--- config.mk ---
export PLATFORM = sky130hd
export DESIGN_NAME = systolic_skew_stage
export DESIGN_NICKNAME = d
export VERILOG_FILES = /design/src/rtl/systolic_pkg.sv /design/src/rtl/lane_delay_line.sv /design/src/rtl/systolic_skew_stage.sv
export SDC_FILE = /design/constraint.sdc
export NUM_CORES = 2
export LEC_CHECK = 0
export ABC_CLOCK_PERIOD_IN_PS = 145200
export CORE_UTILIZATION = 45
export DETAILED_ROUTE_END_ITERATION = 8
export DONT_BUFFER_PORTS = 1
export GPL_TIMING_DRIVEN = 0
export PLACE_DENSITY = 0.72
export SLEW_MARGIN = 40
export SYNTH_ARGS = -nofsm -noshare
export SYNTH_HDL_FRONTEND = slang
export SYNTH_SLANG_ARGS = --single-unit
export TNS_END_PERCENT = 50
--- constraint.sdc ---
create_clock -name CLOCK -period 145.2 [get_ports CLOCK]
set_clock_uncertainty 0.1 [all_clocks]
set_input_delay 29.04 -clock CLOCK [delete_from_list [all_inputs] [get_ports CLOCK]]
set_output_delay 29.04 -clock CLOCK [all_outputs]
set_load 0.02 [all_outputs]
--- src/rtl/systolic_pkg.sv ---
// Shared definitions for the systolic skew/deskew datapath: lane delay rule,
// width helper, state encoding and array defaults.
package systolic_pkg;

  localparam int SYS_LANES  = 32;
  localparam int SYS_DATA_W = 8;

  typedef enum logic [0:0] {
    ST_STREAM = 1'b0,
    ST_DRAIN  = 1'b1
  } state_e;

  function automatic int clog2(input int value);
    int r;
    r = 0;
    while ((1 << r) < value) r++;
    return r;
  endfunction

  // Skew delays lane i by i beats; deskew mirrors it so the triangle closes.
  function automatic int lane_delay(input int lane, input int n, input bit reverse);
    return reverse ? (n - 1 - lane) : lane;
  endfunction

endpackage

--- src/rtl/lane_delay_line.sv ---
// Enable-gated register chain of DEPTH beats; DEPTH 0 is a plain wire.
module lane_delay_line #(
  parameter int DEPTH      = 0,
  parameter int DATA_WIDTH = 8
) (
  input  logic                  CLOCK,
  input  logic                  reset,
  input  logic                  en,
  input  logic [DATA_WIDTH-1:0] in,
  output logic [DATA_WIDTH-1:0] out
);

  generate
    if (DEPTH == 0) begin : g_wire
      logic unused_ctrl;
      assign unused_ctrl = ^{CLOCK, reset, en};
      assign out = in;
    end else begin : g_chain
      logic [DATA_WIDTH-1:0] taps_q [DEPTH];

      always_ff @(posedge CLOCK) begin
        if (reset) begin
          for (int t = 0; t < DEPTH; t++) taps_q[t] <= '0;
        end else if (en) begin
          taps_q[0] <= in;
          for (int t = 1; t < DEPTH; t++) taps_q[t] <= taps_q[t-1];
        end
      end

      assign out = taps_q[DEPTH-1];
    end
  endgenerate

endmodule

--- src/rtl/systolic_skew_stage.sv ---
// Staircase skew/deskew stage with valid/ready flow control, tile framing,
// zero-injection drain and per-tile lane masking.
//   state     | meaning
//   ST_STREAM | upstream beats flow through the delay lines
//   ST_DRAIN  | zeros injected until the deepest lane has emptied
module systolic_skew_stage
  import systolic_pkg::*;
#(
  parameter int N_LANES    = SYS_LANES,
  parameter int DATA_WIDTH = SYS_DATA_W,
  parameter bit REVERSE    = 1'b0,
  parameter int LANE_CNT_W = clog2(N_LANES + 1)
) (
  input  logic                          CLOCK,
  input  logic                          reset,
  input  logic [N_LANES*DATA_WIDTH-1:0] in_data,
  input  logic                          in_valid,
  output logic                          in_ready,
  input  logic                          in_last,
  input  logic [LANE_CNT_W-1:0]         active_lanes,
  output logic [N_LANES*DATA_WIDTH-1:0] out_data,
  output logic                          out_valid,
  input  logic                          out_ready,
  output logic                          out_last,
  output logic                          busy
);

  localparam logic [LANE_CNT_W-1:0] LANES_C    = LANE_CNT_W'(N_LANES);
  localparam logic [LANE_CNT_W-1:0] LAST_CNT_C = LANE_CNT_W'((N_LANES > 1) ? N_LANES - 2 : 0);

  state_e                  state_q;
  logic [LANE_CNT_W-1:0]   drain_cnt_q;
  logic [LANE_CNT_W-1:0]   mask_q;
  logic                    in_tile_q;

  logic                    draining;
  logic                    advance;
  logic                    in_acc;
  logic                    drain_done;
  logic                    tile_end;
  logic [LANE_CNT_W-1:0]   mask_clamped;
  logic [LANE_CNT_W-1:0]   mask_eff;

  always_comb begin
    mask_clamped = (active_lanes > LANES_C) ? LANES_C : active_lanes;
    mask_eff     = in_tile_q ? mask_q : mask_clamped;
    draining     = (state_q == ST_DRAIN);
    // Reset gates acceptance so a beat presented during reset is never taken.
    in_ready     = !draining && out_ready && !reset;
    out_valid    = draining || in_valid;
    in_acc       = in_valid && in_ready;
    advance      = draining ? out_ready : (in_valid && out_ready);
    drain_done   = draining && (drain_cnt_q == LAST_CNT_C);
    out_last     = draining ? drain_done : ((N_LANES == 1) && in_last);
    tile_end     = advance && out_last;
    busy         = in_tile_q;
  end

  always_ff @(posedge CLOCK) begin
    if (reset) begin
      state_q     <= ST_STREAM;
      drain_cnt_q <= '0;
      mask_q      <= LANES_C;
      in_tile_q   <= 1'b0;
    end else begin
      if (in_acc && !in_tile_q) mask_q <= mask_clamped;

      if (tile_end)    in_tile_q <= 1'b0;
      else if (in_acc) in_tile_q <= 1'b1;

      case (state_q)
        ST_STREAM: begin
          if (in_acc && in_last && (N_LANES > 1)) begin
            state_q     <= ST_DRAIN;
            drain_cnt_q <= '0;
          end
        end
        ST_DRAIN: begin
          if (out_ready) begin
            if (drain_done) state_q <= ST_STREAM;
            else            drain_cnt_q <= drain_cnt_q + 1'b1;
          end
        end
        default: state_q <= ST_STREAM;
      endcase
    end
  end

  genvar gi;
  generate
    for (gi = 0; gi < N_LANES; gi++) begin : g_lane
      logic [DATA_WIDTH-1:0] lane_in;
      logic [DATA_WIDTH-1:0] lane_out;

      // Masking happens ahead of the taps; drain feeds zeros.
      assign lane_in = (!draining && (LANE_CNT_W'(gi) < mask_eff))
                       ? in_data[gi*DATA_WIDTH +: DATA_WIDTH] : '0;

      lane_delay_line #(
        .DEPTH      (lane_delay(gi, N_LANES, REVERSE)),
        .DATA_WIDTH (DATA_WIDTH)
      ) u_delay (
        .CLOCK (CLOCK),
        .reset (reset),
        .en    (advance),
        .in    (lane_in),
        .out   (lane_out)
      );

      assign out_data[gi*DATA_WIDTH +: DATA_WIDTH] = lane_out;
    end
  endgenerate

endmodule

==> flow_summary.yaml <==
grt:
  grt_overflow: 0
  grt_first_pass_wirelength_um: 380000
  grt_pass1_vias: 65200
  grt_start_max_net_pins: 53
  antenna_found_initial: 77
  grt.total_usage_pct: 15.1
routing:
  via_per_inst: 4.64
  wl_um: 254000
  vias: 65100
  dr.pass1.iters: 6
  avgRoutedWirePerCell_um: 18.1
  drtIter0Drc: 4678
  ant_nets: 0
  drc: 0
yosys:
  ys_seq_elements: 3982
  synth_area_per_cell_sq_um: 16.9
  synth_nets: 9051
  synth_seq_area_share_pct: 80.4
  synth_cell_types: 54
  synthArstFlopShare_pct: 0
  synth_edf_count: 3968
  syn-cell-area_sq_mm: 0.149
  synthCells: 8782
  synth_warnings: 0
  synth_ff_type: "edfxtp_1"
finish:
  fill_cells: 26000
  layout_common_cells: "edfxtp_1, and2_1, nor2b_1, clkbuf_1, clkbuf_16"
  layout_commonest_cell: "edfxtp_1"
  drive_gt1_share_pct: 10.1
  stdcell_count: 14000
  nNetsFinal: 9563
  syn2layout_area_growth_pct: 13.9
  fin_util_pct: 51.6
critical_path:
  startpoint_type: "input pin"
  crit_start: "reset"
  r2r-start: "draining"
  worstPathRequired_ns: 116.06
  end_kind: "output pin"
  cp_max_fo: 10
  path_class: "in2out"
  reg2reg_depth: 16
  arrival_ns: 31.54
cts:
  cts_sinks: 3982
  cts_setup_buffers: 0
  root_buffer: "clkbuf_16"
  clock_path_buffers: 4
  htree_levels: 5
  path_clk_slew_ns: 0.06
  cts_made_buffers: 403
  cts_resized: 0
  holdBufCountCts: 0
  clk_latency_ns: 0.94
  cts_tree: "built"
sta:
  layout_setup_ws_ns: 84.52
  post-route-period-util_pct: 41.8
  max_slew_margin_pct: 39.5
  fmax_mhz: 16.5
  min_period_ns: 60.68
  hold_viol: 0
  final_max_slew_viol_count: 0
  setup_viol: 0
  hold_ws_ns: 0.384
  rsz0062_at_grt: "false"
  worst_slew_pin_slew_ns: 0.901
floorplan:
  die_x_um: 577
  die_area_sq_mm: 0.332
  rows: 210
  core_sq_mm: 0.328
  die_y_um: 577
  initial_core_util_pct: 45.3
  num_io_pins: 527
run:
  cap_violations: 0
power:
  p_comb_share_pct: 4.1
  p_leak_nw: 63.3
  pwr-share-clk_pct: 40.4
  seq_power_share_pct: 55.5
  ir_drop_mv: 0.0100
  power_density_mw_per_mm2: 14.6
  intPower_mw: 1.96
  swShare_pct: 20.9
  p_switching_mw: 0.516
placement:
  io_buffers: 0
  hpwl_um: 174000
  dpl_worst_slack_ns: 84.50
  finalWeightedCongestion: 0.849
  dp_cells: 13200
worst_hold_path:
  hold_path.class: "reg2reg"
  whs_path_depth: 1
  holdCritStartpoint: "g_lane[21].u_delay.g_chain.taps_q[0][42]"
outcome:
  outcome: "finished clean"
## path summary, 6_finish.rpt
kind	endpoint	slack [ns]
hold reg to reg	g_lane[21].u_delay.g_chain.taps_q[0][50]	0.38
hold / removal	g_lane[21].u_delay.g_chain.taps_q[0][50]	0.38
setup reg to reg	g_lane[14].u_delay.g_chain.taps_q[0][107]	139.83
setup / recovery	in_ready	84.52
## critical path, cell delays in order
cell and delay [ns]:
clkbuf_2 0.38, clkbuf_2 0.44, clkbuf_2 0.44, buf_2 0.45, nor3b_1 0.70
## power groups by stage
stage	Sequential [mW]	Clock (mW)	Combinational, mW
4_1_cts	1.37	1.03	0.104
3_5_place_dp	1.40	0	0.104
3_3_place_gp	1.80	0	0.0898
5_1_grt	1.38	1.07	0.111
2_1_floorplan	1.71	0	0.0680
6_report	1.37	0.999	0.101
## layer usage
layer	GRT usage (%)	vias to the layer above	routed length [um]
li1	-	31600	-
met1	19.6	31500	108000
met2	25.4	1411	123000
met3	2.68	558	14100
met4	5.38	26	8480
met5	0	-	161
## through the flow
stage | area (sq um) | power, mW | TNS (ns)
5_1_grt | 169000 | 2.56 | 0
2_1_floorplan | 149000 | 1.77 | 0
6_report | 169000 | 2.47 | 0
4_1_cts | 169000 | 2.50 | 0
3_5_place_dp | 156000 | 1.50 | 0
3_3_place_gp | 154000 | 1.89 | -2622.68
## registers in the layout, summed over array words and instances (netlist names)
register and cells:
draining 1, g_lane.u_delay.g_chain.taps_q 3968, busy 1, drain_cnt_q 6
mask_q 6
## Yosys cell counts (3+ instances only)
master | instances | area (sq um)
or4_1 | 3 | 22.5
nand3b_1 | 4 | 30.0
o21a_1 | 3 | 22.5
nor2b_1 | 921 | 5760
nand2_1 | 48 | 180
inv_1 | 5 | 18.8
nor3b_1 | 4 | 30.0
edfxtp_1 | 3968 | 119000
and2_1 | 2891 | 18100
dfxtp_1 | 14 | 280
o21ai_1 | 8 | 40.0
o21ai_0 | 10 | 50.1
and3_1 | 137 | 857
buf_4 | 216 | 1620
nand3_1 | 9 | 45.0
buf_2 | 28 | 140
a21oi_1 | 19 | 95.1
clkbuf_1 | 413 | 1550
nor2_1 | 33 | 124
## cell families after synthesis
family,share of synthesized area [%]
buffers and inverters,2.25
AND/OR/NAND/NOR,17.0
XOR/XNOR,0.0118
flip-flops,80.4
adder cells (fa/ha/maj),0.0168
multiplexers,0.00674
AO/OA/AOI/OAI,0.292
## cell type report
type                    count  area (sq um)  share of cell area (%)
inverters                   5          18.8                  0.0111
well taps                4346          5440                    3.21
multi-input cells        4136         25900                    15.3
clock inverters           237          2200                    1.30
flip-flops and latches   3982        119000                    70.6
plain buffers             659          3370                    1.99
diodes                     34          85.1                  0.0503
clock buffers             508         10600                    6.27
repair buffers            107          2160                    1.28
No activity file was read; power rests on OpenSTA's default activity.
